--- src/rtl/mem_arb_pkg.sv ---
// mem_arb_pkg: shared arbiter state encoding and master indices.
// Contents: arb_state_e (ARB, LOCK0, LOCK1), M_IFETCH / M_LSU requester indices.
package mem_arb_pkg;

    typedef enum logic [1:0] {
        ARB   = 2'd0,
        LOCK0 = 2'd1,
        LOCK1 = 2'd2
    } arb_state_e;

    localparam int M_IFETCH = 0;
    localparam int M_LSU    = 1;

endpackage

--- src/rtl/rr_arb2.sv ---
// rr_arb2: stateless 2-way round-robin picker.
// Ports: req[1:0] raw requests, last_gnt index of the last granted master,
//        mask[1:0] eligible masters, gnt[1:0] one-hot winner (or 0).
module rr_arb2
    import mem_arb_pkg::*;
(
    input  logic [1:0] req,
    input  logic       last_gnt,
    input  logic [1:0] mask,
    output logic [1:0] gnt
);

    logic [1:0] r;

    assign r = req & mask;

    // On a tie the master that did not win last time takes the slot.
    assign gnt[M_IFETCH] = r[M_IFETCH] & (!r[M_LSU] | last_gnt);
    assign gnt[M_LSU]    = r[M_LSU] & (!r[M_IFETCH] | !last_gnt);

endmodule

--- src/rtl/mem_arbiter.sv ---
// mem_arbiter: shares one single-port-per-direction memory between
// instruction fetch (m0) and load/store (m1) with round-robin and locking.
// Ports: clk, rst (async, active-low); per master mN_req/we/lock/addr/wdata in,
//        mN_gnt (combinational), mN_rvalid (registered), mN_rdata out;
//        memory side mem_re/raddr/rdata and mem_we/waddr/wdata.
module mem_arbiter
    import mem_arb_pkg::*;
#(
    parameter int AWIDTH = 16,
    parameter int DWIDTH = 16
) (
    input  logic              clk,
    input  logic              rst,
    input  logic              m0_req,
    input  logic              m0_we,
    input  logic              m0_lock,
    input  logic [AWIDTH-1:0] m0_addr,
    input  logic [DWIDTH-1:0] m0_wdata,
    output logic              m0_gnt,
    output logic              m0_rvalid,
    output logic [DWIDTH-1:0] m0_rdata,
    input  logic              m1_req,
    input  logic              m1_we,
    input  logic              m1_lock,
    input  logic [AWIDTH-1:0] m1_addr,
    input  logic [DWIDTH-1:0] m1_wdata,
    output logic              m1_gnt,
    output logic              m1_rvalid,
    output logic [DWIDTH-1:0] m1_rdata,
    output logic              mem_re,
    output logic [AWIDTH-1:0] mem_raddr,
    input  logic [DWIDTH-1:0] mem_rdata,
    output logic              mem_we,
    output logic [AWIDTH-1:0] mem_waddr,
    output logic [DWIDTH-1:0] mem_wdata
);

    arb_state_e  state_q, state_d;
    logic        last_q, last_d;
    logic [1:0]  rd_pend_q, rd_pend_d;
    logic [1:0]  mask, pick, gnt;
    logic        any, sel, sel_we, sel_lock;

    always_comb mask = (state_q == LOCK0) ? 2'b01 : (state_q == LOCK1) ? 2'b10 : 2'b11;

    rr_arb2 u_pick (
        .req      ({m1_req, m0_req}),
        .last_gnt (last_q),
        .mask     (mask),
        .gnt      (pick)
    );

    // Grants are suppressed combinationally while reset is held.
    assign gnt      = rst ? pick : 2'b00;
    assign any      = |gnt;
    assign sel      = gnt[M_LSU];
    assign sel_we   = sel ? m1_we : m0_we;
    assign sel_lock = sel ? m1_lock : m0_lock;

    assign m0_gnt    = gnt[M_IFETCH];
    assign m1_gnt    = gnt[M_LSU];
    assign mem_re    = any & !sel_we;
    assign mem_we    = any & sel_we;
    assign mem_raddr = sel ? m1_addr : m0_addr;
    assign mem_waddr = sel ? m1_addr : m0_addr;
    assign mem_wdata = sel ? m1_wdata : m0_wdata;

    assign m0_rvalid = rd_pend_q[M_IFETCH];
    assign m1_rvalid = rd_pend_q[M_LSU];
    assign m0_rdata  = mem_rdata;
    assign m1_rdata  = mem_rdata;

    // A grant always decides the next state: a locking access keeps (or takes)
    // ownership, a non-locking one returns to open arbitration.
    always_comb begin
        state_d   = state_q;
        last_d    = last_q;
        rd_pend_d = gnt & ~{m1_we, m0_we};
        if (any) begin
            last_d  = sel;
            state_d = sel_lock ? (sel ? LOCK1 : LOCK0) : ARB;
        end
    end

    always_ff @(posedge clk or negedge rst) begin
        if (!rst) begin
            state_q   <= ARB;
            last_q    <= 1'b1;
            rd_pend_q <= 2'b00;
        end else begin
            state_q   <= state_d;
            last_q    <= last_d;
            rd_pend_q <= rd_pend_d;
        end
    end

endmodule

--- config.mk ---
export PLATFORM = sky130hd
export DESIGN_NAME = mem_arbiter
export DESIGN_NICKNAME = d
export VERILOG_FILES = /design/src/rtl/mem_arb_pkg.sv /design/src/rtl/rr_arb2.sv /design/src/rtl/mem_arbiter.sv
export SDC_FILE = /design/constraint.sdc
export NUM_CORES = 1
export LEC_CHECK = 0
export CELL_PAD_IN_SITES_DETAIL_PLACEMENT = 0
export CELL_PAD_IN_SITES_GLOBAL_PLACEMENT = 1
export CORE_ASPECT_RATIO = 2
export CORE_UTILIZATION = 14
export DETAILED_ROUTE_END_ITERATION = 8
export PLACE_DENSITY = 0.93
export SLEW_MARGIN = 10
export SYNTH_ARGS = -nofsm -noshare
export SYNTH_HDL_FRONTEND = slang
export SYNTH_SLANG_ARGS = --single-unit
--- constraint.sdc ---
create_clock -name clk -period 7.09 [get_ports clk]
set_input_delay 2.127 -clock clk [delete_from_list [all_inputs] [get_ports clk]]
set_output_delay 2.127 -clock clk [all_outputs]
set_load 0.02 [all_outputs]
## After elaboration in Yosys (flattened, before gate mapping)

Index checks and enable logic that the tools add are counted.
Widths: inputs -> output; s select.

| storage, ports and cells | value |
|---|---|
| bits in registers | 5 |
| input port bits | 88 |
| output and inout port bits | 86 |
| logic and storage cells | 28 |

| operators by class | value |
|---|---|
| equal/unequal tests | 2 |
| muxes and demuxes | 9 |
| bitwise operators | 9 |
| reductions and logical operators | 5 |

Operators with widths:

| cell | number |
|---|---|
| $mux 16 | 2 |
| $mux 2 | 4 |
| $and 1x1->1 | 4 |
| $and 2x2->2 | 2 |
| $logic_not 1->1 | 4 |
| $mux 1 | 3 |
| $eq 2x1->1 const B | 1 |
| $eq 2x2->1 const B | 1 |
| $not 2->2 | 1 |
| $or 1x1->1 | 2 |
| $reduce_or 2->1 | 1 |

## Depth between registers and ports, before layout

| logic depth | value |
|---|---|
| word-level depth | 11 |
| depth in mapped cells | 5 |
| mapped depth without buffers | 4 |

## Cells and area by module

From an unflattened synthesis, not the netlist that was laid out.

| second synthesis, totals | value |
|---|---|
| cells, all modules | 112 |
| area total of the unflattened synthesis | 1127.3 sq um |

Modules (own cells, without submodules):

| module | times used | cells each | area an instance (sq um) | sequential area each (sq um) |
|---|---|---|---|---|
| mem_arbiter | 1 | 109 | 1107.3 | 126.4 |
| rr_arb2 | 1 | 3 | 20.0 | 0.0 |

## Worst setup path before layout

No wires, ideal clock.

| timing | value |
|---|---|
| kind | input-to-output |
| from | input port m0_req |
| to | output port mem_waddr[10] |
| arrival | 3.394 ns |
| required time | 4.963 ns |
| slack | 1.569 ns |
| cell stages on the path | 5 |
| path buffers | 2 |
| cell sequence | a21bo_2 a211oi_4 buf_4 mux2_2 buf_4 |

| between the ends | value |
|---|---|
| word-level cells in the longest chain between the ends | 6 |

RTL lines:

| what | line | RTL |
|---|---|---|
| start, declared | mem_arbiter.sv:14 | `input logic m0_req,` |
| $and 2x2->2 | rr_arb2.sv:15 | `assign r = req & mask;` |
| $logic_not 1->1 | rr_arb2.sv:19 | `assign gnt[M_LSU] = r[M_LSU] & (!r[M_IFETCH] \| !last_gnt);` |
| $or 1x1->1 | rr_arb2.sv:19 |  |
| $and 1x1->1 | rr_arb2.sv:19 |  |
| $mux 2 | mem_arbiter.sv:54 | `assign gnt = rst ? pick : 2'b00;` |
| $mux 16 | -- |  |
| end, declared | mem_arbiter.sv:34 | `output logic [AWIDTH-1:0] mem_waddr,` |

No other way between the ends.

## Worst setup path in the final report

| timing | value |
|---|---|
| from | input port rst |
| to | output port mem_raddr[4] |

| between the ends | value |
|---|---|
| word-level cells in the longest chain between the ends | 2 |

RTL lines:

| what | line | RTL |
|---|---|---|
| start, declared | mem_arbiter.sv:13 | `input logic rst,` |
| $mux 2 | mem_arbiter.sv:54 |  |
| $mux 16 | mem_arbiter.sv:64 | `assign mem_raddr = sel ? m1_addr : m0_addr;` |
| end, declared | mem_arbiter.sv:31 | `output logic [AWIDTH-1:0] mem_raddr,` |

No other way between the ends.

==> flow_summary.toml <==
[power_and_ir_drop]
p_total_uw = 355.8
p_per_area_nw_per_um2 = 170.4
p_leak_uw = 0.0007749
ir_worst_vdd_uv = 179.6

[worst_setup_path]
crit_required_ns = 4.96
critPathLaunchType = "input port"
cp_slowest_stage_delay_ns = 0.62
crit_chain = "clkdlybuf4s50_1 -> nand2_1 -> a211oi_4 -> buf_4 -> mux2_2 -> clkdlybuf4s50_1"
slowest_stage = "clkdlybuf4s50_1"
crit_type = "in -> out"
path_max_fanout = 21
critPathTopFamily = "buffers and inverters"
worstSetupEndpointType = "output pin"
worstPathArrival_ns = 4.39
cpMostUsedCell = "clkdlybuf4s50_1"
cp.buffers_inverters = 3

[floorplanning]
fp.dieW_um = 62.28
rows = 43
die_height_um = 122.5
core_um2 = 6994
die_area_um2 = 7631
io_pins = 174
initial_core_util_pct = 14.54

[timing]
fin_crit_sh_pct = 91.92
setup_tns_ns = 0
fin_crit_ns = 6.517
slew_viol_final = 0
tightest_slew_ns = 0.5047
rsz0062_at_grt = "false"
final.setup.worst_slack_ns = 0.5731
fmax_ghz = 0.1534
max_slew_margin_pct = 66.13
fin_skew_ns = 0.0009658
setup_viol = 0
final_hold_viol_count = 0

[run_status]
status = "completed"

[drt]
drtAntennaViolNets = 0
via_per_inst = 3.917
avgRoutedWirePerCell_um = 12.85
drtPass1Iterations = 4
drt_iter0_markers = 11
vias = 1085
drt-total-wl_um = 3559
drc = 0

[cts]
ctsHoldBuffers = 0
htreeDepth = 1
numCtsBuffers = 3
clock-sinks = 5
cts_root_buffer = "clkbuf_16"
tritoncts = "built"
post_cts_buffers = 0
clock_latency_ns = 0.23
clock_path_buffers = 2
path_clk_slew_ns = 0.03
cts_resized = 0

[placement]
place_ws_ns = 0.5524
placed_cell_area_um2 = 2009
port_buffers = 125
place_congestion = 0.7522
hpwl_um = 3062

[global_routing]
grt_pass1_wl_um = 5112
grt_pass1_vias = 1191
grt.total_usage_pct = 8.905
grt_max_degree = 22
grt_overflow = 0
antenna_found_initial = 0

[yosys]
syn_area_per_cell_um2 = 9.507
synth_nets = 195
synth_cell_types = 19
synthesis.area_um2 = 1017
ys_seq_area_share_pct = 12.42
yosys_warnings = 0
synth-edff-count = 0
synth_flop_cell = "dfrtp_1"
syn_inst = 107
synthArstFlopShare_pct = 100.0
synth_seq_cells = 5

[finish]
layout-drive-gt1-share_pct = 22.46
insertedDiodeCount = 0
finalInstanceArea_um2 = 2088
nets = 276
area.growth.synth_to_final_pct = 105.3

[hold_path]
hp-class = "reg -> reg"

[run]
drv_cap = 0
routing by layer:
layer | GRT usage (%) | wire length [um] | vias up
met4 | 7.849 | 232 | 0
met2 | 19.57 | 2019 | 109
met1 | 4.553 | 793 | 474
li1 | - | - | 474
met5 | 0 | 0 | -
met3 | 3.532 | 514 | 28
worst reg2reg max path, stage by stage, from the launching register on:
cell      delay [ns]
dfrtp_1         0.37
a21bo_2         0.25
a211oi_4        0.26
buf_4           0.33
nor2b_1         0.09
mux2_2          0.26
synth_stat cells (2+ instances only):
library cell | number | area, um^2
buf_4 | 51 | 382.9
nor2_1 | 2 | 7.510
dfrtp_1 | 4 | 100.1
nor2b_1 | 3 | 18.77
mux2_2 | 33 | 371.6
cells by family (layout without fill, tap and decap cells):
group,after synthesis,in the layout,synth area share [%]
buffers and inverters,53,133,39.11
muxes,34,34,37.52
and+or+nand+nor,8,8,4.305
AOI/OAI and AO/OA,7,7,6.643
DFF,5,5,12.42
layout by cell type, fill, tap and decap left out:
cell	n
dfrtp_1	4
a211oi_4	1
clkdlybuf4s50_1	125
a21o_1	1
o21ai_1	1
a21bo_2	1
buf_4	3
a22o_1	1
nor2b_1	3
nand2_1	1
dfstp_2	1
and3b_1	1
mux2i_1	1
a21boi_0	1
inv_1	1
nor3_1	1
nor2_1	2
o31a_1	1
mux2_2	33
clkbuf_16	3
clkbuf_1	1
power by group:
| part | internal, uW | switching (uW) |
|---|---|---|
| combinational | 128 | 93.9 |
| clock | 74.4 | 17.8 |
| sequential | 36.0 | 5.67 |
| total | 238 | 117 |
flip-flops by register name, indices dropped and copies added (netlist names):
signal / flops
last_q: 1
state_q: 2
rd_pend_q: 2
metrics by stage:
step / hold slack, ns / instances / util [%]
floorplan: 0.4926 / 107 / -
global placement: 0.5121 / 273 / 28.73
detailed placement: 0.5228 / 273 / 28.73
CTS: 0.5273 / 277 / 29.86
global route: 0.5340 / 277 / 29.86
finish: 0.5206 / 277 / 29.86
final timing paths:
check / startpoint / to / slack (ns) / depth (start not counted)
max: rst / mem_raddr[4] / 0.57 / 6
min: last_q / last_q / 0.52 / 1
max reg2reg: state_q[1] / state_q[0] / 5.41 / 5
min reg2reg: last_q / last_q / 0.52 / 1
max in group asynchronous: rst / last_q / 4.68 / 1
min in group asynchronous: rst / rd_pend_q[0] / 2.14 / 1
layout make-up:
class,count,area [um^2]
fill,733,4906
timing repair buffer,128,1274
multi-input combinational,49,493.0
sequential,5,126.4
tap,90,112.6
clock buffer,4,78.83
inverter,1,3.754
Power figures use the tool's default switching activity.
